`config.mk`:
```
export PLATFORM = sky130hd
export DESIGN_NAME = psram_data_port_flat
export DESIGN_NICKNAME = d
export VERILOG_FILES = /design/src/rtl/psram_data_port_pkg.sv /design/src/rtl/psram_data_port_if.sv /design/src/rtl/psram_lane_mux.sv /design/src/rtl/psram_data_port.sv /design/src/flat_wrapper.sv
export SDC_FILE = /design/constraint.sdc
export NUM_CORES = 1
export LEC_CHECK = 0
export ABC_AREA = 0
export BUFFER_PORTS_ARGS = -buffer_cell sky130_fd_sc_hd__buf_2
export CORE_AREA = 2 2 101 103
export DETAILED_ROUTE_END_ITERATION = 6
export DIE_AREA = 0 0 103 105
export PLACE_DENSITY_LB_ADDON = 0.25
export REMOVE_ABC_BUFFERS = 1
export SETUP_SLACK_MARGIN = 0.5
export SYNTH_ARGS = -nofsm -noshare
export SYNTH_HDL_FRONTEND = slang
export SYNTH_HIERARCHICAL = 1
export SYNTH_SLANG_ARGS = --single-unit
```
`constraint.sdc`:
```
create_clock -name clk -period 2.3 [get_ports clk]
set_input_delay 0.46 -clock clk [delete_from_list [all_inputs] [get_ports clk]]
set_output_delay 0.46 -clock clk [all_outputs]
set_load 0.05 [all_outputs]
```
`src/rtl/psram_data_port_pkg.sv`:
```
// Shared types and defaults for the psram data port.
package psram_data_port_pkg;

  typedef enum logic [1:0] {
    MEM_SIZE_BYTE = 2'd0,
    MEM_SIZE_HALF = 2'd1,
    MEM_SIZE_WORD = 2'd2
  } mem_size_e;

  typedef enum logic [1:0] {
    IDLE  = 2'd0,
    ISSUE = 2'd1,
    WAIT  = 2'd2,
    RESP  = 2'd3
  } psram_port_state_e;

  localparam logic [31:0] PSRAM_BASE_ADDR = 32'h4000_0000;

endpackage

```
`src/rtl/psram_data_port_if.sv`:
```
// Core-side load/store request and response bus of the psram data port.
interface psram_data_port_if;
  logic        req_valid;
  logic        req_we;
  logic [1:0]  req_size;
  logic [31:0] req_addr;
  logic [31:0] req_wdata;
  logic        req_ready;
  logic        stall;
  logic        resp_valid;
  logic        resp_err;
  logic [31:0] resp_rdata;

  modport master (
    output req_valid, req_we, req_size, req_addr, req_wdata,
    input  req_ready, stall, resp_valid, resp_err, resp_rdata
  );

  modport slave (
    input  req_valid, req_we, req_size, req_addr, req_wdata,
    output req_ready, stall, resp_valid, resp_err, resp_rdata
  );
endinterface

```
`src/rtl/psram_lane_mux.sv`:
```
// Byte-lane packing for psram stores and extraction/zero-extension for loads.
module psram_lane_mux
  import psram_data_port_pkg::*;
(
  input  logic [1:0]  size,
  input  logic        addr0,
  input  logic        beat,
  input  logic [31:0] wdata,
  input  logic [15:0] rd_lo,
  input  logic [15:0] rd_hi,
  output logic [15:0] wr_data,
  output logic        wr_hi,
  output logic        wr_lo,
  output logic [31:0] rdata
);
  always_comb begin
    wr_data = beat ? wdata[31:16] : wdata[15:0];
    wr_hi   = 1'b1;
    wr_lo   = 1'b1;
    rdata   = {rd_hi, rd_lo};
    case (size)
      MEM_SIZE_BYTE: begin
        wr_data = {wdata[7:0], wdata[7:0]};
        wr_hi   = addr0;
        wr_lo   = !addr0;
        rdata   = {24'b0, addr0 ? rd_lo[15:8] : rd_lo[7:0]};
      end
      MEM_SIZE_HALF: rdata = {16'b0, rd_lo};
      default: ;
    endcase
  end
endmodule

```
`src/rtl/psram_data_port.sv`:
```
// Core data-memory responder: splits byte/half/word accesses into 16-bit psram beats.
// Optional watchdog per beat: define PSRAM_DATA_PORT_TIMEOUT_EN.
module psram_data_port
  import psram_data_port_pkg::*;
#(
  parameter logic [31:0] BASE_ADDR      = PSRAM_BASE_ADDR,
  parameter int          WINDOW_BITS    = 23,
  parameter int          TIMEOUT_CYCLES = 1024
)(
  input  logic               clk,
  input  logic               reset,
  psram_data_port_if.slave   core,
  output logic [21:0]        psram_addr,
  output logic               psram_write_en,
  output logic               psram_read_en,
  output logic [15:0]        psram_data_in,
  output logic               psram_write_high_byte,
  output logic               psram_write_low_byte,
  input  logic               psram_busy,
  input  logic               psram_read_avail,
  input  logic [15:0]        psram_data_out
);
  psram_port_state_e state;
  logic        we_q, addr0_q, beat_q, err_q, seen_busy_q;
  logic [1:0]  size_q;
  logic [31:0] wdata_q;
  logic [21:0] haddr_q;
  logic [15:0] rd_lo_q, rd_hi_q;

  logic [31:0] off;
  logic        in_win, legal, tmo_hit, strobe, beat_done, last_beat, resp_valid;
  logic [15:0] mux_wdata;
  logic        mux_hi, mux_lo;
  logic [31:0] mux_rdata;

  assign off    = core.req_addr - BASE_ADDR;
  assign in_win = (off >> WINDOW_BITS) == 32'd0;

  always_comb begin
    legal = 1'b0;
    case (core.req_size)
      MEM_SIZE_BYTE: legal = in_win;
      MEM_SIZE_HALF: legal = in_win && !core.req_addr[0];
      MEM_SIZE_WORD: legal = in_win && (core.req_addr[1:0] == 2'b00);
      default:       legal = 1'b0;
    endcase
  end

`ifdef PSRAM_DATA_PORT_TIMEOUT_EN
  localparam int TW = $clog2(TIMEOUT_CYCLES + 1);
  logic [TW-1:0] tmo_cnt;
  assign tmo_hit = (state == ISSUE || state == WAIT) &&
                   (tmo_cnt == TW'(TIMEOUT_CYCLES - 1));
`else
  logic unused_tmo;
  assign tmo_hit    = 1'b0;
  assign unused_tmo = (TIMEOUT_CYCLES != 0);
`endif

  // A write beat ends only after the controller has visibly gone busy and idle again.
  assign strobe    = (state == ISSUE) && !psram_busy && !tmo_hit;
  assign beat_done = (state == WAIT) &&
                     (we_q ? (seen_busy_q && !psram_busy) : psram_read_avail);
  assign last_beat = (size_q != MEM_SIZE_WORD) || beat_q;

  always_ff @(posedge clk) begin
    if (reset) begin
      state       <= IDLE;
      we_q        <= 1'b0;
      addr0_q     <= 1'b0;
      beat_q      <= 1'b0;
      err_q       <= 1'b0;
      seen_busy_q <= 1'b0;
      size_q      <= 2'd0;
      wdata_q     <= '0;
      haddr_q     <= '0;
      rd_lo_q     <= '0;
      rd_hi_q     <= '0;
`ifdef PSRAM_DATA_PORT_TIMEOUT_EN
      tmo_cnt     <= '0;
`endif
    end else begin
`ifdef PSRAM_DATA_PORT_TIMEOUT_EN
      if (state == ISSUE || state == WAIT) tmo_cnt <= tmo_cnt + 1'b1;
`endif
      case (state)
        IDLE: if (core.req_valid) begin
          we_q    <= core.req_we;
          size_q  <= core.req_size;
          addr0_q <= core.req_addr[0];
          wdata_q <= core.req_wdata;
          haddr_q <= off[22:1];
          beat_q  <= 1'b0;
          rd_lo_q <= '0;
          rd_hi_q <= '0;
          err_q   <= !legal;
          state   <= legal ? ISSUE : RESP;
`ifdef PSRAM_DATA_PORT_TIMEOUT_EN
          tmo_cnt <= '0;
`endif
        end
        ISSUE: begin
          if (tmo_hit) begin
            err_q <= 1'b1;
            state <= RESP;
          end else if (!psram_busy) begin
            seen_busy_q <= 1'b0;
            state       <= WAIT;
          end
        end
        WAIT: begin
          if (beat_done) begin
            if (!we_q) begin
              if (beat_q) rd_hi_q <= psram_data_out;
              else        rd_lo_q <= psram_data_out;
            end
            if (last_beat) state <= RESP;
            else begin
              beat_q <= 1'b1;
              state  <= ISSUE;
`ifdef PSRAM_DATA_PORT_TIMEOUT_EN
              tmo_cnt <= '0;
`endif
            end
          end else if (tmo_hit) begin
            err_q <= 1'b1;
            state <= RESP;
          end else if (psram_busy) begin
            seen_busy_q <= 1'b1;
          end
        end
        RESP:    state <= IDLE;
        default: state <= IDLE;
      endcase
    end
  end

  psram_lane_mux u_lane_mux (
    .size    (size_q),
    .addr0   (addr0_q),
    .beat    (beat_q),
    .wdata   (wdata_q),
    .rd_lo   (rd_lo_q),
    .rd_hi   (rd_hi_q),
    .wr_data (mux_wdata),
    .wr_hi   (mux_hi),
    .wr_lo   (mux_lo),
    .rdata   (mux_rdata)
  );

  assign resp_valid            = (state == RESP);
  assign core.resp_valid       = resp_valid;
  assign core.resp_err         = resp_valid && err_q;
  assign core.resp_rdata       = (resp_valid && !err_q) ? mux_rdata : '0;
  assign core.req_ready        = (state == IDLE);
  assign core.stall            = core.req_valid && !resp_valid;

  assign psram_addr            = haddr_q + {21'b0, beat_q};
  assign psram_write_en        = strobe && we_q;
  assign psram_read_en         = strobe && !we_q;
  assign psram_data_in         = mux_wdata;
  assign psram_write_high_byte = psram_write_en && mux_hi;
  assign psram_write_low_byte  = psram_write_en && mux_lo;
endmodule
```
`src/flat_wrapper.sv`:
```
// flat-port wrapper written by rule: the top's interface ports become plain ports
module psram_data_port_flat import psram_data_port_pkg::*;
#(
  parameter logic [31:0] BASE_ADDR      = PSRAM_BASE_ADDR,
  parameter int          WINDOW_BITS    = 23,
  parameter int          TIMEOUT_CYCLES = 1024
)
  (clk, reset, psram_addr, psram_write_en, psram_read_en, psram_data_in, psram_write_high_byte, psram_write_low_byte, psram_busy, psram_read_avail, psram_data_out, core_req_valid, core_req_we, core_req_size, core_req_addr, core_req_wdata, core_req_ready, core_stall, core_resp_valid, core_resp_err, core_resp_rdata);
  psram_data_port_if core_i ();
  input  logic clk;
  input  logic reset;
  output logic [21:0] psram_addr;
  output logic psram_write_en;
  output logic psram_read_en;
  output logic [15:0] psram_data_in;
  output logic psram_write_high_byte;
  output logic psram_write_low_byte;
  input  logic psram_busy;
  input  logic psram_read_avail;
  input  logic [15:0] psram_data_out;
  input wire logic [$bits(core_i.req_valid)-1:0] core_req_valid;
  input wire logic [$bits(core_i.req_we)-1:0] core_req_we;
  input wire logic [$bits(core_i.req_size)-1:0] core_req_size;
  input wire logic [$bits(core_i.req_addr)-1:0] core_req_addr;
  input wire logic [$bits(core_i.req_wdata)-1:0] core_req_wdata;
  output wire logic [$bits(core_i.req_ready)-1:0] core_req_ready;
  output wire logic [$bits(core_i.stall)-1:0] core_stall;
  output wire logic [$bits(core_i.resp_valid)-1:0] core_resp_valid;
  output wire logic [$bits(core_i.resp_err)-1:0] core_resp_err;
  output wire logic [$bits(core_i.resp_rdata)-1:0] core_resp_rdata;
  assign core_i.req_valid = core_req_valid;
  assign core_i.req_we = core_req_we;
  assign core_i.req_size = core_req_size;
  assign core_i.req_addr = core_req_addr;
  assign core_i.req_wdata = core_req_wdata;
  assign core_req_ready = core_i.req_ready;
  assign core_stall = core_i.stall;
  assign core_resp_valid = core_i.resp_valid;
  assign core_resp_err = core_i.resp_err;
  assign core_resp_rdata = core_i.resp_rdata;
  psram_data_port #(.BASE_ADDR(BASE_ADDR), .WINDOW_BITS(WINDOW_BITS), .TIMEOUT_CYCLES(TIMEOUT_CYCLES)) u_core (.clk(clk), .reset(reset), .core(core_i), .psram_addr(psram_addr), .psram_write_en(psram_write_en), .psram_read_en(psram_read_en), .psram_data_in(psram_data_in), .psram_write_high_byte(psram_write_high_byte), .psram_write_low_byte(psram_write_low_byte), .psram_busy(psram_busy), .psram_read_avail(psram_read_avail), .psram_data_out(psram_data_out));
endmodule
```
; ---- Word-level counts from Yosys, hierarchy flattened
; Index checks and enable logic that the tools add are counted.
[totals]
reg_bits = 95
latch_bits = 0
ramBits = 0
romBits = 0
inputBits = 88
output_inout_bits = 78
elab_cells = 94
mem_count = 0
[classes]
addsub = 2
mul = 0
n_div = 0
order_cmp = 0
n_eq_ne = 16
shift = 0
muxes = 32
bitwise_logic = 0
n_reduce_logical = 33
[ops]
columns = cell, count
row1 = two-way mux 16 bit, 9
row2 = one-hot mux 16 bit (2 select lines), 2
row3 = one-hot mux 32 bit (2 select lines), 1
row4 = logical NOT 32 bit, 1
row5 = two-way mux 32 bit, 1
row6 = "subtractor 32 x 31 -> 32 bit, second input constant", 1
row7 = adder 22 x 1 -> 22 bit, 1
row8 = "inequality test 2 bit, second input constant", 8
row9 = logical AND 1 bit, 12
row10 = two-way mux 2 bit, 5
row11 = AND reduction 5 bit, 2
row12 = two-way mux 1 bit, 9
row13 = logical NOT 2 bit, 4
row14 = two-way mux 8 bit, 1
row15 = one-hot mux 2 bit (4 select lines), 1
row16 = AND reduction 4 bit, 2
row17 = logical NOT 1 bit, 7
row18 = "equality test 2 x 1 -> 1 bit, second input constant", 3
row19 = "equality test 2 bit, second input constant", 3
row20 = "inequality test 2 x 1 -> 1 bit, second input constant", 2
row21 = one-hot mux 1 bit (2 select lines), 2
row22 = nonzero test 2 bit, 2
row23 = one-hot mux 1 bit (3 select lines), 1
row24 = AND reduction 3 bit, 1
row25 = 2 further kinds, 2

; ---- Longest topological paths before layout
; Gate-level depths: netlist of run 1.
[depth]
depth_word = 7
mapped_depth = 7
mapped_depth_nobuf = 6

; ---- Modules after synthesis
; The synthesis of run 1 kept the hierarchy.
[by_module_without_submodules]
columns = module, n_inst, cells_each, area_each_um2, seq_area_each_um2
row1 = psram_data_port, 1, 544, 4286.6, 1901.8
row2 = psram_lane_mux, 1, 76, 578.1, 0.0

; ---- Worst setup path before layout of run 1
; Ideal clock, no wire load.
[synth_timing]
kind = register to output
startpoint = register u_core.state[0]
endpoint = output psram_write_high_byte
arrival_time_ps = 2959
required_ps = 1840
setup_slack_ps = -1119
stages_incl_launch_ff = 5
path_buffers = 1
cell_sequence = dfxtp_1 -> buf_2 -> inv_1 -> nor4b_1 -> and2_1
[synth_between]
elab_chain_cells = 4
[synth_lines]
columns = item, line
row1 = "start, declared", psram_data_port.sv:23  ; psram_port_state_e state;
row2 = "start signal, assigned", psram_data_port.sv:97  ; state <= legal ? ISSUE : RESP;
row3 = equality test 2 x 1 -> 1 bit, psram_data_port.sv:61  ; assign strobe = (state == ISSUE) && !psram_busy && !tmo_hit;
row4 = logical AND 1 bit, psram_data_port.sv:61
row5 = logical AND 1 bit, psram_data_port.sv:159  ; assign psram_write_en = strobe && we_q;
row6 = net psram_write_en, flat_wrapper.sv:13  ; output logic psram_write_en;
row7 = logical AND 1 bit, psram_data_port.sv:162  ; assign psram_write_high_byte = psram_write_en && mux_hi;
row8 = "end, declared", flat_wrapper.sv:16  ; output logic psram_write_high_byte;
; The timed path passes the listed nets, and every way through them passes these cells.

; ---- Worst setup path after layout of run 1
[layout_timing]
startpoint = register u_core.beat_q
endpoint = output psram_addr[11]
[layout_between]
elab_chain_cells = 1
[layout_lines]
columns = item, line
row1 = "start, declared", psram_data_port.sv:24  ; logic we_q, addr0_q, beat_q, err_q, seen_busy_q;
row2 = "start signal, assigned", psram_data_port.sv:71  ; beat_q <= 1'b0;
row3 = "start signal, assigned", psram_data_port.sv:93  ; beat_q <= 1'b0;
row4 = "start signal, assigned", psram_data_port.sv:119  ; beat_q <= 1'b1;
row5 = adder 22 x 1 -> 22 bit, psram_data_port.sv:158  ; assign psram_addr = haddr_q + {21'b0, beat_q};
row6 = "end, declared", flat_wrapper.sv:12  ; output logic [21:0] psram_addr;
; Every way passes these cells.

==> impl_metrics.csv, run 1 <==
group,metric,value,unit
final_layout,fill_cells,679,
clock_network,clk_pin_slew_worst_paths,100,ps
place,place_ws,72.7,ps
logic_synthesis,ys.warnings.count,6,
detailed_routing,drc,0,
floorplan,die_w,103,µm
global_routing,grt_pass1_vias,4929,
logic_synthesis,async_flop_share,0,
logic_synthesis,postSynthCellCount,620,
floorplan,die_h,105,µm
hold_path,hp-class,"input port to flop",
pwr,power.leakage,3.16,nW
logic_synthesis,synth_seq_cells,95,
logic_synthesis,synth_top_cell_by_area,"dfxtp_1",
setup_path,cp_max_fo,3,
clock_network,clock_latency,370,ps
status,status,"finished, violations left",
final_layout,layout_commonest_cell,"nand2_1",
global_routing,globalRouteTotalUtil,0.279,
floorplan,row_count,36,
setup_path,arrival,1930,ps
final_layout,drive_gt1_frac,0.450,
timing,worst_pin_slew,517,ps
place,io_buffers,165,
floorplan,start_util,0.505,
global_routing,grt_pass1_wl,24000,µm
clock_network,cts_tree,"built",
clock_network,clock_sink_count,95,
timing,rsz0062_at_grt,"yes",
logic_synthesis,synth_edf_count,0,
status,failed_checks,"setup timing",
pwr,p_per_area,580,nW/µm²
logic_synthesis,synth_ff_type,"dfxtp_1",
flow_run,maxCapViolCount,0,
timing,max_freq,419,MHz
final_layout,antenna_cells,0,
setup_path,start_kind,"flop",
setup_path,regToRegSetupSlack,550,ps
global_routing,grt_max_degree,55,
global_routing,antenna_found_initial,0,
clock_network,cts_inserted_buffers,9,
clock_network,clk_path_buf_depth,2,
logic_synthesis,yosys.area.top_type_share,0.391,
detailed_routing,drt_iter0_markers,267,
logic_synthesis,synthDistinctLibCells,45,
setup_path,endpoint_kind,"output pin",
logic_synthesis,yosysSeqAreaShare,0.391,
place,dpl.hpwl,9210,µm
setup_path,required,1840,ps
final_layout,final_cell_mix,"127 x nand2_1, 88 x buf_2, 78 x dfxtp_1",
floorplan,die_area,10800,µm²
final_layout,fin_nets,896,
setup_path,criticalPathCategory,"flop to output pin",
timing,setup_ws,-86.7,ps
floorplan,io_pins,166,
logic_synthesis,ys_top_cells_by_area,"dfxtp_1 39%, nand2_1 10%, and2_1 7.6%",
pwr,ir_drop,0.000382,V
timing,finalSetupViolCount,11,
detailed_routing,dr.pass1.iters,5,
pwr,finalPower,4.36,mW
timing,slew_violations,0,
timing,clock_skew,14.7,ps
global_routing,grt-ovfl-total,0,
timing,hold_viol,0,
floorplan,coreArea,9640,µm²
detailed_routing,via_per_inst,5.42,
clock_network,root_buffer,"clkbuf_8",
timing,min_period,2390,ps
detailed_routing,wl_per_cell,16.7,µm
timing,slew_headroom,0.651,
detailed_routing,ant_nets,0,
clock_network,h-tree-depth,3,
timing,finalCritPeriodShare,1.04,
detailed_routing,vias,5096,
logic_synthesis,syn_area_per_cell,7.85,µm²
logic_synthesis,syn-cell-area,4860,µm²
place,place_congestion,0.886,
final_layout,area_delta_synth_final,54.4,%
detailed_routing,wl,15700,µm
clock_network,ctsHoldBuffers,0,
Yosys cell counts, types with 2 or more instances:
| master | n |
|---|---|
| a211oi_1 | 2 |
| xnor2_1 | 15 |
| mux2i_1 | 8 |
| dfxtp_1 | 95 |
| nand3_1 | 40 |
| o21ai_1 | 5 |
| xor2_1 | 5 |
| and2_1 | 59 |
| nand2_1 | 130 |
| inv_1 | 9 |
| nor2_1 | 9 |
| nand4_4 | 2 |
| nor4_4 | 2 |
| a31oi_1 | 2 |
| nor3_1 | 10 |
| buf_2 | 18 |
| o21ai_0 | 30 |
| a21oi_1 | 70 |
| nand4_1 | 4 |
| and3_1 | 2 |
| mux2_2 | 16 |
| and4_1 | 2 |
| ha_1 | 5 |
| nor4_1 | 3 |
| nand2b_1 | 34 |
| nor4b_1 | 2 |
| buf_6 | 2 |
| clkbuf_1 | 22 |
flip-flops by register name, indices dropped and copies added (netlist names):
signal,cells
u_core/rd_hi_q,16
u_core/err_q,1
u_core/size_q,2
u_core/seen_busy_q,1
u_core/beat_q,1
u_core/addr0_q,1
u_core/haddr_q,22
u_core/state,2
u_core/rd_lo_q,16
u_core/we_q,1
u_core/wdata_q,32
per-layer routing:
| layer | wire length, µm | GRT usage |
|---|---|---|
| met5 | 0 | 0 |
| met4 | 437 | 0.102 |
| met3 | 996 | 0.0508 |
| met2 | 7960 | 0.462 |
| met1 | 6290 | 0.359 |
stage by stage:
| stage | hold slack (ps) | instances | util | cell area, µm² | setup TNS, ps |
|---|---|---|---|---|---|
| after floorplan | 428 | 577 | - | 4660 | -27160 |
| after global placement | 440 | 897 | 0.607 | 5850 | 0 |
| after detailed placement | 444 | 897 | 0.607 | 5850 | 0 |
| after CTS | 313 | 932 | 0.752 | 7250 | -946 |
| after global routing | 315 | 940 | 0.779 | 7510 | -1650 |
| final | 312 | 940 | 0.779 | 7510 | -446 |
worst max-delay path, stage by stage, from the launching register on:
cell and delay (ps):
dfxtp_2 360, ha_4 150, nand4_1 210, nor2_1 210
and4_1 220, xor2_1 180, buf_4 230
area by class of cell:
type / instances / area (µm²) / share of cell area
Inverter: 9 / 38.8 / 0.00516
Sequential cell: 95 / 1940 / 0.258
Timing Repair Buffer: 214 / 1930 / 0.256
Tap cell: 133 / 166 / 0.0222
Clock inverter: 3 / 42.5 / 0.00566
Multi-Input combinational cell: 474 / 3240 / 0.432
Clock buffer: 12 / 155 / 0.0207
worst paths after layout:
check	start	endpoint	depth (start not counted)
setup / recovery	u_core/beat_q$_SDFFE_PP0P_	psram_addr[11]	6
setup reg to reg	u_core/state[0]$_SDFFE_PP0P_	u_core/wdata_q[24]$_SDFFE_PP0P_	8
hold reg to reg	u_core/wdata_q[15]$_SDFFE_PP0P_	u_core/wdata_q[15]$_SDFFE_PP0P_	2
hold / removal	core_req_we	u_core/we_q$_SDFFE_PP0P_	3
power breakdown:
group          internal (mW)  leakage (nW)  switching, mW  total (mW)
sequential              1.76         0.784          0.116        1.88
combinational          0.532          2.27          0.826        1.36
clock                  0.555        0.0985          0.570        1.13
kinds of logic after synthesis:
kind of cell,after synthesis,synth area share
multiplexers,24,0.0535
AO/OA/AOI/OAI,113,0.121
buffers and inverters,52,0.0486
adder cells (fa/ha/maj),5,0.0129
XOR/XNOR,20,0.0360
AND/OR/NAND/NOR,311,0.337
flip-flops,95,0.391
what timing repair did:
item	4_1_cts	5_1_grt
setup endpoints to repair	76	107
gates cloned	4	1
pin swaps	33	32
setup buffers	16	7
gates resized for setup	318	53
(Power assumes the default switching activity.)
==> run 2: changes to the inputs <==
ABC_AREA = 1   (was 0)
CORE_AREA = 2 2 105 107   (was 2 2 101 103)
DIE_AREA = 0 0 107 109   (was 0 0 103 105)
==> impl_metrics.csv, run 2 <==
group,metric,value,unit
status,status,"finished, violations left",
status,failed_checks,"setup timing",
timing,slew_headroom,0.533,
flow_run,maxCapViolCount,0,
clock_network,clk_path_buf_depth,2,
logic_synthesis,yosys.area.top_type_share,0.354,
logic_synthesis,synthTopCellsByCount,"246 x nor2_1, 235 x nand2_1, 131 x inv_1, 95 x dfxtp_1, 60 x o21ai_0",
setup_path,arrival,2030,ps
final_layout,fin_nets,1198,
final_layout,top_register,"u_core/wdata_q",
timing,holdWs,328,ps
setup_path,criticalPathCategory,"flop to output pin",
global_routing,antenna_found_initial,1,
global_routing,grt_pass1_vias,5647,
logic_synthesis,synthDistinctLibCells,30,
detailed_routing,wl_per_cell,17.9,µm
detailed_routing,wl_met1,7960,µm
floorplan,start_util,0.507,
timing,min_period,2490,ps
logic_synthesis,syn-cell-area,5380,µm²
detailed_routing,wl,22400,µm
place,place_congestion,0.872,
final_layout,area_delta_synth_final,65.6,%
logic_synthesis,ys.warnings.count,6,
logic_synthesis,postSynthCellCount,900,
logic_synthesis,synth_edf_count,0,
logic_synthesis,ys_top_cells_by_area,"dfxtp_1 35%, nor2_1 17%, nand2_1 16%",
logic_synthesis,synth_top_cell_by_area,"dfxtp_1",
detailed_routing,dr_wl_met3,2210,µm
global_routing,grt_pass1_wl,26200,µm
floorplan,row_count,38,
setup_path,endpoint_kind,"output pin",
place,place_ws,44.0,ps
logic_synthesis,synth_seq_cells,95,
pwr,power.leakage,4.29,nW
setup_path,start_kind,"flop",
timing,slew_violations,0,
pwr,ir_drop,0.000655,V
final_layout,layout_commonest_cell,"nor2_1",
place,dpl.hpwl,9260,µm
logic_synthesis,synth_ff_type,"dfxtp_1",
detailed_routing,top_layer,"met4",
detailed_routing,via_per_inst,5.51,
clock_network,ctsHoldBuffers,0,
detailed_routing,ant_nets,0,
timing,rsz0062_at_grt,"yes",
detailed_routing,route.met2.wl,10700,µm
logic_synthesis,async_flop_share,0,
floorplan,die_area,11700,µm²
place,place_inst,1181,
floorplan,die_w,107,µm
clock_network,cts_inserted_buffers,9,
logic_synthesis,syn_area_per_cell,5.98,µm²
floorplan,die_h,109,µm
clock_network,clk_pin_slew_worst_paths,110,ps
clock_network,root_buffer,"clkbuf_8",
final_layout,drive_gt1_frac,0.437,
place,place_area,6290,µm²
detailed_routing,drc,0,
clock_network,h-tree-depth,3,
global_routing,globalRouteTotalUtil,0.281,
floorplan,io_pins,166,
timing,clock_skew,11.8,ps
timing,finalSetupViolCount,14,
hold_path,hp-class,"input port to flop",
timing,finalSetupTns,-1530,ps
final_layout,final_area,8900,µm²
timing,worst_pin_slew,700,ps
detailed_routing,drt_iter0_markers,667,
pwr,p_per_area,1020,nW/µm²
floorplan,coreArea,10600,µm²
clock_network,cts_tree,"built",
timing,setup_ws,-194,ps
detailed_routing,dr.pass1.iters,6,
final_layout,top_regs,"u_core/wdata_q: 32 flops, u_core/haddr_q: 22 flops",
clock_network,clock_sink_count,95,
place,io_buffers,165,
global_routing,grt-ovfl-total,0,
setup_path,required,1840,ps
timing,finalCritPeriodShare,1.08,
logic_synthesis,yosysMostFrequentCell,"nor2_1",
final_layout,final_util,0.840,
clock_network,clock_latency,370,ps
timing,hold_viol,0,
timing,max_freq,401,MHz
final_layout,fin_cells,1251,
setup_path,cp_max_fo,3,
global_routing,grt_max_degree,53,
final_layout,final_cell_mix,"183 x nor2_1, 142 x nand2_1, 113 x inv_1",
pwr,finalPower,9.06,mW
logic_synthesis,yosysSeqAreaShare,0.354,
final_layout,largest_reg_flops,32,
detailed_routing,vias,6890,
[run 2: cell count changes in the layout (fill, tap and decap cells not counted), sizes merged, moves of 35 or more]
cell | before | now
nor2 | 10 | 249
inv | 9 | 138
nand2 | 130 | 239
and2 | 59 | 0
a21oi | 70 | 15
nand2b | 35 | 0
[run 2: kinds of logic (layout without fill, tap and decap cells)]
| family | count (synthesis) | count (layout) | synth area share |
|---|---|---|---|
| and+or+nand+nor | 534 | 535 | 0.401 |
| buffers and inverters | 176 | 385 | 0.140 |
| DFF | 95 | 95 | 0.354 |
| AOI/OAI and AO/OA | 75 | 75 | 0.0698 |
| xor gates and xnor gates | 15 | 15 | 0.0244 |
| adders and majority gates | 5 | 5 | 0.0116 |
| other | 0 | 1 | 0 |
[run 2: report_power, final]
part | internal [mW] | switching, mW
Combinational | 2.09 | 3.33
Clock | 0.432 | 0.702
Sequential | 2.10 | 0.403
[run 2: layout make-up]
| cell class | count | area [µm²] |
|---|---|---|
| well taps | 140 | 175 |
| diodes | 1 | 2.50 |
| multi-input cells | 630 | 3740 |
| clock inverters | 7 | 75.1 |
| inverters | 136 | 551 |
| clock buffers | 9 | 124 |
| repair buffers | 233 | 2280 |
| fillers | 620 | 1700 |
| flip-flops and latches | 95 | 1950 |
[run 2: path summary, 6_finish.rpt]
check / cells past startpoint / endpoint / slack (ps) / start
setup reg to reg: 8 / u_core/rd_hi_q[15]$_SDFFE_PP0P_ / 180 / u_core/state[0]$_SDFFE_PP0P_
hold / removal: 3 / u_core/wdata_q[10]$_SDFFE_PP0P_ / 330 / core_req_wdata[10]
setup / recovery: 9 / psram_addr[4] / -190 / u_core/haddr_q[0]$_SDFFE_PP0P_
hold reg to reg: 2 / u_core/wdata_q[15]$_SDFFE_PP0P_ / 500 / u_core/wdata_q[15]$_SDFFE_PP0P_
[run 2: metal layers]
metal / global-route usage / up-vias
met5: 0 / -
met4: 0.129 / 0
met2: 0.470 / 517
met3: 0.0538 / 155
met1: 0.353 / 3110
li1: - / 3108
[run 2: critical path, cell delays in order (launching register included)]
cell,delay [ps]
dfxtp_2,380
ha_4,170
ha_4,150
inv_4,50
nor2_4,180
buf_4,150
buf_6,90
buf_6,100
xor2_1,170
buf_4,230
[run 2: repair_timing]
item                                    4_1_cts  5_1_grt
pin swaps                                    55       65
endpoints found under the setup margin       77      117
cloned                                        6        7
setup buffers                                24       16
gates resized for setup                     338      206
hold endpoints to repair                      0        0
